**config.mk**
```make
export PLATFORM = sky130hd
export DESIGN_NAME = mem_arbiter
export DESIGN_NICKNAME = d
export VERILOG_FILES = /design/src/rtl/mem_arbiter.sv
export SDC_FILE = /design/constraint.sdc
export NUM_CORES = 1
export LEC_CHECK = 0
export ABC_AREA = 1
export CORE_AREA = 2 2 105 107
export CTS_CLUSTER_DIAMETER = 40
export DETAILED_ROUTE_END_ITERATION = 10
export DIE_AREA = 0 0 107 109
export PLACE_DENSITY_LB_ADDON = 0.25
export SYNTH_ARGS = -nofsm -noshare
export SYNTH_HDL_FRONTEND = slang
export SYNTH_SLANG_ARGS = --single-unit
export TNS_END_PERCENT = 5
```
**constraint.sdc**
```tcl
create_clock -name clk -period 1.7 [get_ports clk]
set_input_delay 0.51 -clock clk [delete_from_list [all_inputs] [get_ports clk]]
set_output_delay 0.51 -clock clk [all_outputs]
set_load 0.1 [all_outputs]
```
**src/rtl/mem_arbiter.sv**
```systemverilog
// Fetch/data arbiter onto one single-ported memory; data has priority, fetch has starvation relief.
// Optional response watchdog enabled by defining ARB_TIMEOUT_EN.
module mem_arbiter #(
  parameter int unsigned AW             = 32,
  parameter int unsigned DW             = 32,
  parameter int unsigned STARVE_LIMIT   = 4,
  parameter int unsigned TIMEOUT_CYCLES = 255
) (
  input  logic          clk,
  input  logic          rst,
  input  logic          i_req,
  input  logic [AW-1:0] i_addr,
  output logic          i_gnt,
  output logic          i_rvalid,
  output logic [DW-1:0] i_rdata,
  input  logic          d_req,
  input  logic          d_we,
  input  logic [AW-1:0] d_addr,
  input  logic [DW-1:0] d_wdata,
  output logic          d_gnt,
  output logic          d_rvalid,
  output logic [DW-1:0] d_rdata,
  output logic          m_req,
  output logic          m_we,
  output logic [AW-1:0] m_addr,
  output logic [DW-1:0] m_wdata,
  input  logic          m_gnt,
  input  logic          m_rvalid,
  input  logic [DW-1:0] m_rdata,
  output logic          bus_err
);

  if (STARVE_LIMIT < 1 || STARVE_LIMIT > 15 || TIMEOUT_CYCLES < 1 || TIMEOUT_CYCLES > 1023)
  begin : gen_param_check
    $error("mem_arbiter: parameter out of range");
  end

  typedef enum logic [1:0] {StIdle, StWaitI, StWaitD} state_e;

  localparam logic [3:0] StarveMax = 4'(STARVE_LIMIT);

  state_e        state_q, state_d;
  logic [3:0]    starve_q, starve_d;
  logic          win_i, win_d;
  logic          timeout;
  logic [DW-1:0] rsp_data;

`ifdef ARB_TIMEOUT_EN
  localparam logic [9:0]    TimeoutLim = 10'(TIMEOUT_CYCLES);
  localparam logic [DW-1:0] ErrData    = DW'(32'hDEAD_BEEF);

  logic [9:0] wait_q, wait_d;

  // Counter sits at zero in IDLE so it starts fresh on every WAIT entry.
  assign timeout  = (state_q != StIdle) && !m_rvalid && (wait_q == TimeoutLim);
  assign rsp_data = m_rvalid ? m_rdata : ErrData;
  assign wait_d   = (state_q == StIdle) ? 10'd0 : wait_q + 10'd1;

  always_ff @(posedge clk) begin
    if (rst) begin
      wait_q <= 10'd0;
    end else begin
      wait_q <= wait_d;
    end
  end
`else
  assign timeout  = 1'b0;
  assign rsp_data = m_rdata;
`endif

  always_comb begin
    state_d  = state_q;
    starve_d = starve_q;
    i_gnt    = 1'b0;
    d_gnt    = 1'b0;
    i_rvalid = 1'b0;
    d_rvalid = 1'b0;
    i_rdata  = '0;
    d_rdata  = '0;
    m_req    = 1'b0;
    m_we     = 1'b0;
    m_addr   = '0;
    m_wdata  = '0;
    bus_err  = 1'b0;

    win_i = i_req && (!d_req || (starve_q == StarveMax));
    win_d = d_req && !win_i;

    unique case (state_q)
      StIdle: begin
        m_req = win_i || win_d;
        if (win_i) begin
          m_addr = i_addr;
          i_gnt  = m_gnt;
        end else if (win_d) begin
          m_addr  = d_addr;
          m_we    = d_we;
          m_wdata = d_wdata;
          d_gnt   = m_gnt;
        end
        if (i_gnt) begin
          starve_d = 4'd0;
          state_d  = StWaitI;
        end else begin
          if (!i_req) begin
            starve_d = 4'd0;
          end else if (d_gnt && (starve_q != StarveMax)) begin
            starve_d = starve_q + 4'd1;
          end
          if (d_gnt) begin
            state_d = StWaitD;
          end
        end
      end
      StWaitI: begin
        if (m_rvalid || timeout) begin
          i_rvalid = 1'b1;
          i_rdata  = rsp_data;
          bus_err  = timeout;
          state_d  = StIdle;
        end
      end
      StWaitD: begin
        if (m_rvalid || timeout) begin
          d_rvalid = 1'b1;
          d_rdata  = rsp_data;
          bus_err  = timeout;
          state_d  = StIdle;
        end
      end
      default: state_d = StIdle;
    endcase

    // Outputs are held quiet while reset is asserted, even if requests are present.
    if (rst) begin
      i_gnt    = 1'b0;
      d_gnt    = 1'b0;
      i_rvalid = 1'b0;
      d_rvalid = 1'b0;
      i_rdata  = '0;
      d_rdata  = '0;
      m_req    = 1'b0;
      m_we     = 1'b0;
      m_addr   = '0;
      m_wdata  = '0;
      bus_err  = 1'b0;
    end
  end

  always_ff @(posedge clk) begin
    if (rst) begin
      state_q  <= StIdle;
      starve_q <= 4'd0;
    end else begin
      state_q  <= state_d;
      starve_q <= starve_d;
    end
  end

endmodule

```
# Word level (Yosys, flattened, before mapping)
# Index checks and enable logic that the tools add are counted.
# word_totals
output_inout_bits,135
input_bits,135
reg_bits,6
word_cells,61
# classes
n_reduce_logical,11
n_eq_ne,7
n_mux,40
n_addsub,1
# ops
operator,count
32-bit two-way mux,13
1-bit two-way mux,20
4-bit two-way mux,3
2-bit two-way mux,3
4-bit by 1-bit adder with 4-bit output (second input constant),1
4-bit by 3-bit == test with 1-bit output (second input constant),1
4-bit by 3-bit != test with 1-bit output (second input constant),1
2-bit case mux with 2 select lines,1
2-bit AND reduction,2
1-bit logical AND,3
3-bit by 1-bit != test with 1-bit output (second input constant),1
3-bit != test (second input constant),1
2-bit by 1-bit == test with 1-bit output (second input constant),1
2-bit == test (second input constant),1
1-bit zero test,2
2-bit zero test,1
1-bit logical OR,2
2-bit by 1-bit != test with 1-bit output (second input constant),1
2-bit OR reduction,1

# Depth between registers and ports, before layout
# Gate-level depths: netlist of run 1.
# logic_depth
ltp_word,12
ltp_mapped,9
ltp_nobuf,9

# Least setup slack after synthesis of run 1
# OpenSTA, ideal clock, no wires.
# synth_timing
path_type,flip-flop to output port
start,register starve_q[0]
end,output port d_gnt
path_buffers,0
required_ns,1.190
setup_slack_ns,-1.782
arrival_time_ns,2.972
stages_incl_launch_ff,8
path_cell_list,dfxtp_1 -> inv_1 -> ha_1 -> nand3_1 -> nand2_2 -> nand2_4 -> nand2_2 -> nor3_1
# synth_via
elab_chain_cells,10
# synth_rtl
item,line_no,text
"start, declared",43,"logic [3:0] starve_q, starve_d;"
"start signal, assigned",156,starve_q <= starve_d;
4-bit by 3-bit == test with 1-bit output *,86,win_i = i_req && (!d_req || (starve_q == StarveMax));
1-bit logical OR *,86,
1-bit logical AND *,86,
1-bit zero test,87,win_d = d_req && !win_i;
1-bit logical AND,87,
1-bit two-way mux,95,end else if (win_d) begin
1-bit two-way mux *,92,if (win_i) begin
1-bit two-way mux * (2 in a row),89,unique case (state_q)
1-bit two-way mux *,135,if (rst) begin
"end, declared",20,"output logic d_gnt,"
# Mark *: on every way between the ends. The rest lies on a longest branch, timed or not. The select of a mux whose other input is x is not followed.

# Worst setup path in the final report of run 1
# layout_timing
start,register starve_q[0]
end,output port m_addr[27]
# layout_via
elab_chain_cells,9
# layout_rtl
item,line_no,text
4-bit by 3-bit == test with 1-bit output *,86,
1-bit logical OR *,86,
1-bit logical AND *,86,
1-bit zero test,87,
1-bit logical AND,87,
32-bit two-way mux,95,
32-bit two-way mux *,92,
32-bit two-way mux *,89,
32-bit two-way mux *,135,
"end, declared",25,"output logic [AW-1:0] m_addr,"
# Mark *: on every way between the ends. The rest lies on a longest branch, timed or not.

==> results_dict.tcl, run 1 <==
set metrics [dict create \
    status "finished, violations left" \
    violations "setup timing" \
    ios 270 \
    syn-cell-area_um2 1805 \
    setup_viol 134 \
    critPathRequiredTime_ns 1.19 \
    worst-path-max-fanout 14 \
    path_clk_slew_ns 0.03 \
    reg2reg_from "starve_q[0]" \
    dieArea_um2 11660 \
    reg2reg_depth 10 \
    place.detailed.hpwl_um 10430 \
    synthCells 357 \
    antenna_found_initial 0 \
    grt_usage 0.2035 \
    viasPerCell 4.403 \
    drive_gt1_frac 0.6237 \
    slew_violations 0 \
    whs_path_depth 3 \
    synth-seq-cells 6 \
    post_drt_wl_per_cell_um 16.16 \
    htreeDepth 1 \
    yosys_warnings 0 \
    grt.overflow.total 0 \
    layout.nets 809 \
    synth_nets 497 \
    reg2reg_slack_ns 0.22 \
    drt_first_pass_iters 4 \
    port_buffers 268 \
    vias 3553 \
    crit_buf_inv 3 \
    post-route-period-util 1.294 \
    drcViolationCount 0 \
    grt_start_max_net_pins 36 \
    ir_worst_vdd_v 0.0004134 \
    critPathArrivalTime_ns 1.69 \
    path_common_cell "nand2_8" \
    die_width_um 107 \
    core_um2 10600 \
    finClkSkew_ns 0.006717 \
    reg2reg_to "state_q[0]" \
    crit_cells 9 \
    n_antenna_cell 0 \
    hold_viol_final 0 \
    clock.fmax_mhz 454.6 \
    min_path_type "flip-flop to flip-flop" \
    cts_num_sinks 6 \
    start_kind "flip-flop" \
    period_minus_slack_ns 2.200 \
    cp_slowest_cell "dfxtp_2" \
    cts_tree "yes" \
    die_h_um 109 \
    syn_area_per_cell_um2 5.057 \
    gp_congestion 0.7943 \
    min_from "starve_q[0]" \
    fin_hold_ws_ns 0.5809 \
    dp.cells 791 \
    yosysSeqAreaShare 0.06653 \
    cts_root_buffer "clkbuf_8" \
    rsz0062_at_grt "true" \
    crit_chain "inv_2 -> ha_4 -> nand3_4 -> nand2_8 -> nand2_8 -> buf_16 -> nand3_1 -> a21oi_4 -> buf_12" \
    start_util 0.1703 \
    p_leak_nw 2.997 \
    cap_violations 0 \
    endpoint_kind "output pin" \
    clk_latency_ns 0.22 \
    fin_cells 807 \
    num-fill-cells 662 \
    grt_pass1_wl_um 19060 \
    numCtsBuffers 3 \
    critPathKind "flip-flop to output pin" \
    std_cell_rows 38 \
    area_growth_pct 346.2 \
    yosysUniqueCellTypes 24 \
    power.density_nw_per_um2 846.6 \
    grt_pass1_vias 3789 \
    min_to "starve_q[0]" \
    ant_nets 0 \
    slowest_delay_ns 0.32 \
    clockBufferDepth 2 \
    wirelength_um 13040 \
    setup_slack_ns -0.4996 \
    path_delay_family "buffers and inverters" \
    drt-initial-drc-count 157 \
]
where the power goes:
group | total [mW] | switching (mW) | leakage (nW) | internal [mW]
registers | 0.204 | 0.0243 | 0.0505 | 0.179
clock network | 0.210 | 0.0578 | 0.0216 | 0.152
logic | 6.41 | 3.92 | 2.92 | 2.48
total | 6.82 | 4.01 | 3.00 | 2.81
repair_timing:
action / 4_1_cts / 5_1_grt
pin swaps: 16 / 27
setup buffers: 2 / 3
cloned: 2 / 6
hold buffers: 0 / 0
resized for setup: 38 / 41
setup endpoints to repair: 138 / 138
endpoints found under the hold margin: 0 / 0
worst reg2reg max path, cell delays in order (launching register included):
cell and delay [ns]:
dfxtp_2 0.31, inv_2 0.06, ha_4 0.13, nand3_4 0.08, nand2_8 0.08, nand2_8 0.11, clkinv_8 0.11, buf_4 0.12
nand3_1 0.12, buf_4 0.16, a21oi_1 0.12
final cells by class:
type / count / area [µm²] / area share
clock buffer: 3 / 41.29 / 0.005126
timing repair buffer: 334 / 4903 / 0.6087
multi-input combinational: 276 / 2603 / 0.3231
sequential: 6 / 125.1 / 0.01553
inverter: 48 / 207.7 / 0.02578
tap: 140 / 175.2 / 0.02175
cell usage after synthesis:
cell type / instances / share of area
clkinv_1: 1 / 0.0021
a21o_1: 1 / 0.0042
a21oi_1: 20 / 0.055
buf_6: 1 / 0.0062
buf_4: 2 / 0.0083
nor2_4: 1 / 0.0062
nand2_2: 22 / 0.076
inv_2: 1 / 0.0021
nor2_1: 101 / 0.21
nand2_1: 58 / 0.12
buf_8: 2 / 0.017
nand4_1: 1 / 0.0035
a21oi_2: 20 / 0.097
dfxtp_1: 6 / 0.067
buf_1: 3 / 0.0062
nor3_1: 1 / 0.0028
o21ai_0: 2 / 0.0055
buf_2: 19 / 0.053
ha_1: 5 / 0.035
conb_1: 1 / 0.0021
nand2_4: 1 / 0.0062
nand3_1: 42 / 0.12
inv_1: 45 / 0.094
clkinv_4: 1 / 0.0049
worst max-delay path by stage:
stage                 from         end  slack (ns)
6_report       starve_q[0]  m_addr[27]       -0.50
5_1_grt        starve_q[1]  m_addr[19]       -0.59
4_1_cts        starve_q[0]  m_addr[10]       -0.52
3_5_place_dp           rst  i_rdata[7]       -0.74
3_3_place_gp           rst  i_rdata[1]       -0.71
2_1_floorplan        d_req       d_gnt       -0.49
logic make-up after synthesis:
logic type / Yosys count / synth area share
AO/OA/AOI/OAI: 43 / 0.1622
other: 1 / 0.002077
buffers and inverters: 75 / 0.1926
adder cells (fa/ha/maj): 5 / 0.03465
flip-flops: 6 / 0.06653
AND/OR/NAND/NOR: 227 / 0.5419
cells in the final DEF, fill, tap and decap left out, drive strengths merged:
cell type | netlist | layout
buf | 27 | 195
nand3 | 42 | 42
o21ai | 2 | 2
a21o | 1 | 1
inv | 46 | 43
clkdlybuf4s50 | 0 | 130
clkinvlp | 0 | 2
nand4 | 1 | 1
conb | 1 | 1
dfxtp | 6 | 6
clkinv | 2 | 3
dlygate4sd2 | 0 | 1
nor2 | 102 | 102
a21oi | 40 | 40
nor3 | 1 | 1
ha | 5 | 5
bufbuf | 0 | 1
nand2 | 81 | 81
clkdlybuf4s15 | 0 | 1
clkbuf | 0 | 9
sequential cells by signal (all words and copies together) (netlist names):
name / cells
state_q: 2
starve_q: 4
metrics by stage:
step	setup TNS, ns	area (µm²)	util	setup slack (ns)	total power, mW
final	-50.43	8055	0.7597	-0.4996	6.819
after global routing	-59.45	8055	0.7597	-0.5874	7.065
after CTS	-53.07	7740	0.7300	-0.5211	6.455
after detailed placement	-92.91	7511	0.7084	-0.7447	6.107
after global placement	-89.31	7511	0.7084	-0.7053	6.030
after floorplan	-56.74	2927	-	-0.4866	3.827
per-layer routing:
metal | vias up | share of wire | track usage
met5 | - | 0 | 0
met1 | 1668 | 0.32 | 0.1938
li1 | 1723 | - | -
met4 | 0 | 0.019 | 0.04638
met2 | 144 | 0.58 | 0.4258
met3 | 18 | 0.074 | 0.05619
Power figures use the tool's default switching activity.
==> run 2, diff against run 1 <==
Settings changed: CORE_AREA 2 2 105 107 to 2 2 106 108, DIE_AREA 0 0 107 109 to 0 0 108 110.
Clock period 1.7 ns to 2.75 ns, I/O delays scaled along.
==> run 2 against run 1 <==
Effect of this change: the flow now finishes without violations; largest power group unchanged; highest routed layer unchanged; non-clock buffer count decreased by 37; die area up 1.9%; hold slack worse by 0.085 ns; first-iteration DRC count is 39% lower; utilization fell by 13 points; cell count is 4.6% lower; flip-flop and latch count did not move.
==> results_dict.tcl, run 2 (synthesized netlist as in run 1, its figures left out) <==
set metrics [dict create \
    start_util 0.1688 \
    postCtsHoldBufs 0 \
    dieArea_um2 11880 \
    viasPerCell 4.294 \
    path_clk_slew_ns 0.04 \
    drcViolationCount 0 \
    die_width_um 108 \
    crit_chain "buf_2 -> nand2_4 -> nand2_8 -> clkinv_8 -> bufbuf_16 -> nand2_2 -> a21oi_4 -> buf_12" \
    numCtsBuffers 3 \
    htreeDepth 1 \
    pwr-share-clk 0.037 \
    layout.nets 772 \
    critPathRequiredTime_ns 1.93 \
    n_antenna_cell 0 \
    largest_reg_flops 4 \
    core_um2 10700 \
    rsz0062_at_grt "true" \
    min_path_type "flip-flop to flip-flop" \
    clock.fmax_mhz 371.3 \
    final_cell_area_um2 6782 \
    grt_pass1_vias 3409 \
    drt-initial-drc-count 96 \
    drt_first_pass_iters 4 \
    p_comb_frac 0.928 \
    largest_register "starve_q" \
    cap_violations 0 \
    hold_viol_final 0 \
    ant_nets 0 \
    swShare 0.6090 \
    cp-startpoint "d_req" \
    reg2reg_from "state_q[1]" \
    p_seq_frac 0.035 \
    antenna_found_initial 0 \
    postPlaceCellArea_um2 6496 \
    ir_worst_vdd_v 0.0002617 \
    setup_slack_ns 0.05660 \
    std_cell_rows 38 \
    finClkSkew_ns 0.002302 \
    cts_tree "yes" \
    start_kind "input pin" \
    dp.cells 761 \
    path_delay_family "buffers and inverters" \
    vias 3306 \
    fin_cells 770 \
    reg2reg_slack_ns 1.21 \
    reg_top3 "starve_q (4), state_q (2)" \
    gp_congestion 0.7561 \
    p_leak_nw 2.697 \
    grt.overflow.total 0 \
    p_int_mw 1.404 \
    die_h_um 110 \
    slowest_delay_ns 0.26 \
    min_from "starve_q[3]" \
    slew_violations 0 \
    critPathKind "input pin to output pin" \
    ios 270 \
    cts_num_sinks 6 \
    worst-path-max-fanout 6 \
    area_growth_pct 275.6 \
    post-route-period-util 0.9794 \
    port_buffers 268 \
    crit_buf_inv 4 \
    drive_gt1_frac 0.5365 \
    fin_hold_ws_ns 0.4957 \
    grt_pass1_wl_um 16920 \
    setup_viol 0 \
    period_minus_slack_ns 2.693 \
    critPathArrivalTime_ns 1.87 \
    switchingPower_mw 2.187 \
    power.density_nw_per_um2 529.6 \
    grt_usage 0.1785 \
    clockBufferDepth 2 \
    endpoint_kind "output pin" \
    cts_root_buffer "clkbuf_8" \
    cp_slowest_cell "bufbuf_16" \
    clk_latency_ns 0.22 \
    grt_start_max_net_pins 35 \
    post_drt_wl_per_cell_um 14.59 \
    final_cell_mix "buf_12, clkdlybuf4s50_1, nor2_2" \
    wirelength_um 11230 \
    place.detailed.hpwl_um 9514 \
    power.total_mw 3.592 \
    place_ws_ns -0.3729 \
    final_common_cell "buf_12" \
    status "finished clean" \
]
run 2: cell types whose count changed in the layout (fill, tap and decap cells not counted), moves of 15 or more:
cell and change:
nand2_2 -15, nand2_1 +16, nor2_2 +82, a21oi_2 +24
buf_4 -20, a21oi_4 -25, nor2_4 -84
run 2: final timing paths:
check                     end  cells after the start
setup / recovery   m_addr[22]                      8
hold reg to reg   starve_q[3]                      2
hold / removal    starve_q[3]                      2
setup reg to reg   state_q[0]                      9
run 2: power by group through the flow:
stage | sequential, mW | clock, mW | combinational (mW)
after floorplan | 0.120 | 0 | 1.96
after global placement | 0.122 | 0 | 3.19
after detailed placement | 0.124 | 0 | 3.23
after CTS | 0.123 | 0.135 | 3.36
after global routing | 0.128 | 0.142 | 3.47
final | 0.125 | 0.133 | 3.33
run 2: per-stage QoR:
| stage | TNS, ns | utilization |
|---|---|---|
| final | 0 | 0.6339 |
| after global placement | -33.47 | 0.6073 |
| after detailed placement | -36.19 | 0.6073 |
| after floorplan | -32.34 | - |
| after global routing | -0.01117 | 0.6339 |
| after CTS | 0 | 0.6326 |
run 2: cell type report:
type | instances | area [µm²]
Tap cell | 140 | 175.2
Fill cell | 866 | 3916
Inverter | 48 | 192.7
Clock buffer | 3 | 41.29
Multi-Input combinational cell | 276 | 1813
Timing Repair Buffer | 297 | 4437
Sequential cell | 6 | 122.6
run 2: layer usage:
metal | part of all wire | GRT usage
met5 | 0 | 0
met4 | 0.0083 | 0.02656
met3 | 0.12 | 0.07760
met2 | 0.55 | 0.3549
met1 | 0.32 | 0.1731
run 2: repair_timing:
action,4_1_cts,5_1_grt
gates cloned,3,0
resized for setup,38,12
setup buffers,4,0
endpoints found under the setup margin,134,69
pin swaps,9,22
run 2: tightest hold or removal path: cells and delay by family, from the launching register on:
| kind | cells | cell delay, ns |
|---|---|---|
| compound gates | 1 | 0.06 |
| simple gates | 1 | 0.07 |
| flops | 1 | 0.32 |
